File: src/rtl/irq_pkg.sv
// Shared types and default sizing for the interrupt encoder.
package irq_pkg;

   localparam int unsigned NDefault = 8;
   localparam int unsigned WDefault = 3;

   // Handshake states; the unused encoding 2'b11 recovers to StIdle.
   typedef enum logic [1:0] {
      StIdle    = 2'b00,
      StReq     = 2'b01,
      StService = 2'b10
   } state_e;

endpackage

File: src/rtl/prienc.sv
// Combinational lowest-index priority encoder.
module prienc #(
   parameter int unsigned N = 8,
   parameter int unsigned W = 3
) (
   input  logic [N-1:0] a,
   output logic [W-1:0] y,
   output logic         valid
);

   // Scan from the top down so the lowest set index is the last to write y.
   always_comb begin
      y     = '0;
      valid = 1'b0;
      for (int i = N - 1; i >= 0; i--) begin
         if (a[i]) begin
            y     = W'(i);
            valid = 1'b1;
         end
      end
   end

endmodule

File: src/rtl/irq_encoder.sv
// Interrupt request encoder: edge capture, pending/mask, priority encode and
// req/ack/eoi handshake towards the core's exception logic.
module irq_encoder
   import irq_pkg::*;
#(
   parameter int unsigned N = NDefault,
   parameter int unsigned W = WDefault
) (
   input  logic         clk,
   input  logic         reset,
   input  logic [N-1:0] irq,
   input  logic [N-1:0] mask,
   input  logic         ack,
   input  logic         eoi,
   input  logic         clr_ovr,
   output logic         req,
   output logic [W-1:0] code,
   output logic [N-1:0] pending,
   output logic         overrun
);

   logic [N-1:0] irq_q;
   logic [N-1:0] pending_q, pending_d;
   logic         overrun_q, overrun_d;
   logic [N-1:0] rise;
   logic [N-1:0] ack_clr;
   logic [W-1:0] enc_idx;
   logic         enc_valid;
   state_e       state_q;
   logic         req_q;
   logic [W-1:0] code_q;

   prienc #(
      .N(N),
      .W(W)
   ) u_prienc (
      .a    (pending_q & mask),
      .y    (enc_idx),
      .valid(enc_valid)
   );

   // Next pending/overrun: a new edge beats both the ack-clear and clr_ovr.
   always_comb begin
      rise      = irq & ~irq_q;
      ack_clr   = '0;
      if (state_q == StReq && ack) begin
         ack_clr = N'(1) << code_q;
      end
      pending_d = rise | (pending_q & ~ack_clr);
      overrun_d = (|(rise & pending_q)) | (overrun_q & ~clr_ovr);
   end

   // Edge-detect, pending and overrun registers.
   always_ff @(posedge clk) begin
      if (!reset) begin
         irq_q     <= '0;
         pending_q <= '0;
         overrun_q <= 1'b0;
      end else begin
         irq_q     <= irq;
         pending_q <= pending_d;
         overrun_q <= overrun_d;
      end
   end

   // Handshake FSM with registered req and code outputs.
   always_ff @(posedge clk) begin
      if (!reset) begin
         state_q <= StIdle;
         req_q   <= 1'b0;
         code_q  <= '0;
      end else begin
         case (state_q)
            StIdle: begin
               if (enc_valid) begin
                  code_q  <= enc_idx;
                  req_q   <= 1'b1;
                  state_q <= StReq;
               end
            end
            StReq: begin
               // ack beats withdrawal when the line is masked in the same cycle.
               if (ack) begin
                  req_q   <= 1'b0;
                  state_q <= StService;
               end else if (!mask[code_q]) begin
                  req_q   <= 1'b0;
                  state_q <= StIdle;
               end
            end
            StService: begin
               if (eoi) begin
                  state_q <= StIdle;
               end
            end
            default: begin
               req_q   <= 1'b0;
               state_q <= StIdle;
            end
         endcase
      end
   end

   assign req     = req_q;
   assign code    = code_q;
   assign pending = pending_q;
   assign overrun = overrun_q;

endmodule

File: config.mk
export PLATFORM = sky130hd
export DESIGN_NAME = irq_encoder
export DESIGN_NICKNAME = d
export VERILOG_FILES = /design/src/rtl/irq_pkg.sv /design/src/rtl/prienc.sv /design/src/rtl/irq_encoder.sv
export SDC_FILE = /design/constraint.sdc
export NUM_CORES = 1
export LEC_CHECK = 0
export BUFFER_PORTS_ARGS = -buffer_cell sky130_fd_sc_hd__buf_2
export CORE_ASPECT_RATIO = 0.9
export CORE_MARGIN = 2
export CORE_UTILIZATION = 40
export CTS_CLUSTER_SIZE = 12
export DETAILED_ROUTE_END_ITERATION = 8
export GPL_ROUTABILITY_DRIVEN = 0
export PLACE_DENSITY = 0.63
export RECOVER_POWER = 25
export SYNTH_ARGS = -nofsm -noshare
export SYNTH_HDL_FRONTEND = slang
export SYNTH_SLANG_ARGS = --single-unit
File: constraint.sdc
create_clock -name clk -period 2.18 [get_ports clk]
set_clock_uncertainty 0.2 [all_clocks]
set_input_delay 0.109 -clock clk [delete_from_list [all_inputs] [get_ports clk]]
set_output_delay 0.109 -clock clk [all_outputs]
set_load 0.02 [all_outputs]
[After elaboration in Yosys (flattened, before gate mapping)]
Cells that the tools add are included.
Cells by class
  shift-type cells: 1
  div/mod/pow operators: 0
  multiplexer cells: 28
  equality and inequality tests: 5
  magnitude comparators: 1
  multiply operators: 0
  $add $sub $neg: 0
  reduce and logical (&&, ||, !) cells: 6
  bitwise gates (word level): 11
Operators by type and width (count)
  $and 8x8->8: 4
  $mux 3: 8
  $not 8->8: 2
  $mux 1: 12
  $mux 2: 4
  $mux 8: 1
  $or 8x8->8: 1
  $reduce_or 8->1: 1
  $shl 1x3->8 const A: 1
  $pmux 2 s3: 1
  $reduce_and 3->1: 2
  $lt 3x4->1 const B: 1
  $ne 2x2->1 const B: 2
  $bmux 1 s3: 1
  $ne 3x3->1 const B: 1
  $pmux 1 s3: 1
  $eq 2x1->1 const B: 1
  $eq 2x2->1 const B: 1
  $logic_not 2->1: 1
  $not 1->1: 2
  $reduce_and 2->1: 1
  $and 1x1->1: 1
  $logic_and 1x1->1: 1
  $or 1x1->1: 1
Storage, ports and cells
  memories: 0
  output and inout port bits: 13
  latch bits: 0
  bits of input ports: 21
  memory bits (read-only): 0
  memory bits (writable): 0
  logic and storage cells: 58
  register bits after elaboration: 23

[Logic depth before layout (Yosys ltp)]
  depth after elaboration: 11
  depth in mapped cells: 5
  depth with buffers taken out: 4

[Modules after synthesis]
Synthesis repeated with hierarchy kept, for this count alone.
Second synthesis, totals
  cell total of the unflattened synthesis: 132
  area, all modules: 1127.3 um^2
By module, submodules not included
  irq_encoder: cells an instance 119, sequential area each 460.4 um^2, times used 1, area an instance 1047.3 um^2
  prienc: cells an instance 13, sequential area each 0.0 um^2, times used 1, area an instance 80.1 um^2

[Worst setup path before layout]
No wires, ideal clock.
  kind: reg-to-reg
  start point: register code_q[0], in the netlist code[0]
  end point: register req_q, in the netlist req
  data required time: 1861 ps
  arrival: 1549 ps
  cell stages (with the launch flop): 6
  setup time: 119 ps
  slack: 312 ps
  path buffers: 1
  period minus slack after synthesis: 1868 ps
  cells stage by stage: dfxtp_1 > buf_2 > mux4_2 > mux2i_1 > nor4_1 > o221a_1
Between the ends
  word-level cells in the longest chain between the ends: 4
RTL lines
  start: declaration: line irq_encoder.sv:31  | logic [W-1:0] code_q;
  start signal: assignment: line irq_encoder.sv:76  | code_q <= enc_idx;
  $bmux 1 s3: line irq_encoder.sv:86  | end else if (!mask[code_q]) begin
  $mux 1 (implied by the code): line irq_encoder.sv:86
  $ne 3x3->1 (no line)
  $reduce_and 3->1 (no line)
  end signal: assignment: line irq_encoder.sv:84  | req_q <= 1'b0;
  end signal: assignment: line irq_encoder.sv:87  | req_q <= 1'b0;
  end signal: assignment: line irq_encoder.sv:97  | req_q <= 1'b0;
  end: declaration: line irq_encoder.sv:30  | logic req_q;
Every way passes these cells. The select of a mux whose other input is x is not followed.
A chain may end at the register's enable or synchronous reset.

[Worst setup path in the final report]
Same ends and word-level chain as after synthesis.

==> metrics.txt <==
reg2reg path depth=4; warnings from Yosys=0; status=completed; top cell type by total area after synthesis=dfxtp_1; Post-Route Setup TNS=0 ns; total routing usage reported by global routing=18.2%; maximum achievable frequency=0.549 GHz; stage delay of the slowest cell on the critical path=0.54 ns; synthesized instance count=between 100 and 150; Slew Limit Headroom=a little over two fifths; Crit. path cell count=4; number of cells on the worst hold path=3; number of top-level pins=34; number of distinct library cells after synthesis=29; element type at the critical path end=flop; average vias per placed instance=5.38; cell with the biggest individual delay on the critical path=dfxtp_1; std cell rows=17; remaining antenna violation count=0; WS Path Type=flop to flop; die area=0.00303 mm2; fraction of post-synthesis cell area in the top cell type by area=about 44%; count of unresolved DRC violations after routing=0; number of vias after detailed routing=1001; number of antenna violations at the first check in global routing=0; top post-synthesis cells by area=dfxtp_1, nand2b_1, a21boi_0; CTS tree=yes; placeable core region=0.00247 mm2; Critical Path AT=1.84 ns; register clock-pin slew on the reported worst setup and hold paths=0.12 ns; wire length of the first global-routing pass=4100 um; setup repair after global routing missed its margin=no; depth of the CTS H-tree=1; layout net count=180; final hold violation count=0; x dimension of the die=57.8 um; Crit path required time=2.20 ns; number of synthesized register bits=23; HPWL after DPL=1790 um; CP Cell Sequence=mux4_2 -> mux2i_1 -> nor4_1 -> o221a_1; number of violations reported at the end of detailed-routing iteration 0=27; CTS sink count=23; largest net degree at the start of global routing=25; peak supply drop=roughly 0.00045 V; Critical Path Fanout Max=9; pins over their slew limit=0; worst hold slack across all endpoints=~0.017 ns; die height=52.5 um; PnR Total Power=0.000917 W; total congestion overflow=0; sequential area share after synthesis=between 40% and 50%; measured slew at the worst slew-check pin=0.843 ns; vias in the first global route=985; Setup-failing EPs final=0; detailed-routing iteration count for the pre-antenna-repair pass=4; Avg Synthesized Cell Area=9.32 um2; synthesis-to-finish area growth=32.0%; fraction of layout instances using a drive strength above 1=24.7%; antenna diode count=0; total wire length=2390 um; number of buffers created by CTS=3; number of filler cells placed in the layout=~240; gate family responsible for the most delay along the worst path=multiplexers; Clock Root Buffer=clkbuf_4; IO buf count=33; total leakage power=around 0.6 nW; area taken by flip-flops and latches=460 um2; area of combinational cells with multiple inputs=548 um2; Bufs on Longest Clock Path=2; Cell Area, Synth=0.00104 mm2; net count of the mapped netlist=133; initial core utilization=42.3%; post-route clock period utilization=83.5%; total power per unit cell area=approximately 670 mW/mm2; source-to-sink clock delay at the later pin of the worst-skew pair=slightly above 0.3 ns; Max Cap Violations=0; final worst path period need=between 1.5 and 2 ns; Crit path buffers/inverters=0; post-DR wirelength/cell=between 10 and 15 um; type of the worst min-delay path=primary input to flop; Setup crit start kind=flop
logic make-up (layout without fill, tap and decap cells):
| kind of cell | Yosys count | in the layout | synth area share [%] |
|---|---|---|---|
| mux | 3 | 3 | 5.28 |
| buf+inv | 9 | 55 | 3.36 |
| flops | 23 | 23 | 44.1 |
| simple gates | 40 | 40 | 22.3 |
| compound gates | 37 | 37 | 24.9 |
Yosys cell counts:
cell type / n
a22oi_1: 4
nand2b_1: 12
o2111ai_1: 1
o221ai_1: 1
or2_2: 1
mux2i_1: 1
a32oi_1: 2
nor4_1: 1
clkbuf_1: 2
buf_2: 1
o31ai_1: 2
dfxtp_1: 23
a41o_1: 1
o21a_1: 2
o22ai_1: 1
a41oi_1: 1
nand3b_1: 4
a21boi_0: 8
a21oi_1: 4
nand2_1: 8
o31a_1: 1
o221a_1: 1
mux4_2: 2
nor3b_1: 2
o21ai_0: 8
nor2_1: 3
inv_1: 6
and2_1: 8
and3b_1: 1
cell type report:
class | count | share of cell area [%]
multi-input cells | 80 | 39.8
flip-flops and latches | 23 | 33.4
clock buffers | 3 | 1.63
inverters | 6 | 1.63
repair buffers | 45 | 20.6
well taps | 28 | 2.54
clock inverters | 1 | 0.363
cell usage in the layout (no fill, tap or decap):
master         instances
clkinv_2               1
clkbuf_1               1
o221a_1                1
o31ai_1                2
dfxtp_1               23
a21boi_0               8
nand2b_1              12
a41oi_1                1
inv_1                  6
a22oi_1                4
mux2i_1                1
a21oi_1                4
a41o_1                 1
dlygate4sd3_1         12
nor4_1                 1
nand2_1                8
and2_0                 2
o221ai_1               1
o21ai_0                8
clkbuf_4               3
buf_2                 32
nor3b_1                2
or2_2                  1
mux4_2                 2
o21a_1                 2
nand3b_1               4
and3b_1                1
o2111ai_1              1
and2_1                 6
o22ai_1                1
a32oi_1                2
o31a_1                 1
nor2_1                 3
where the power goes:
group | switching, W | total (W) | leakage, nW | internal (W)
logic | 0.000113 | 0.000222 | 0.378 | 0.000109
clock network | 0.000129 | 0.000198 | 0.0177 | 0.0000686
registers | 0.0000399 | 0.000498 | 0.191 | 0.000458
per-layer routing:
layer / vias up / track usage (%) / part of all wire [%]
li1: 498 / - / -
met1: 465 / 22.2 / 47
met2: 34 / 30.9 / 46
met3: 4 / 5.43 / 6.2
met4: 0 / 5.81 / 1.1
met5: - / 0 / 0
path summary, 6_finish.rpt:
path | to | start | slack (ns)
hold / removal | overrun$_SDFF_PN0_ | clr_ovr | 0.02
hold reg to reg | req$_SDFFE_PN0P_ | req$_SDFFE_PN0P_ | 0.33
setup / recovery | req$_SDFFE_PN0P_ | code[0]$_SDFFE_PN0P_ | 0.36
setup reg to reg | req$_SDFFE_PN0P_ | code[0]$_SDFFE_PN0P_ | 0.36
state kept, by name, indices dropped and copies added, names as in the netlist:
| name | flops |
|---|---|
| code | 3 |
| overrun | 1 |
| state_q | 2 |
| req | 1 |
| irq_q | 8 |
| pending | 8 |
tightest hold or removal path, cell delays in order:
cell and delay [ns]:
buf_2 0.10, o22ai_1 0.15, o31a_1 0.15
stage by stage:
step | std cells | instance area (um2) | worst slack [ns] | utilization (%)
5_1_grt | 186 | 1380 | 0.253 | 55.8
3_3_place_gp | 170 | 1230 | 0.429 | 49.9
4_1_cts | 186 | 1380 | 0.352 | 55.9
2_1_floorplan | 112 | 1040 | 0.312 | -
6_report | 186 | 1380 | 0.359 | 55.8
3_5_place_dp | 170 | 1230 | 0.371 | 49.9
repair_timing:
item                                   4_1_cts  5_1_grt
setup buffers                                0        0
hold buffers                                12        0
endpoints found under the hold margin       21        0
resized for setup                            0        0
(Power assumes the default switching activity.)
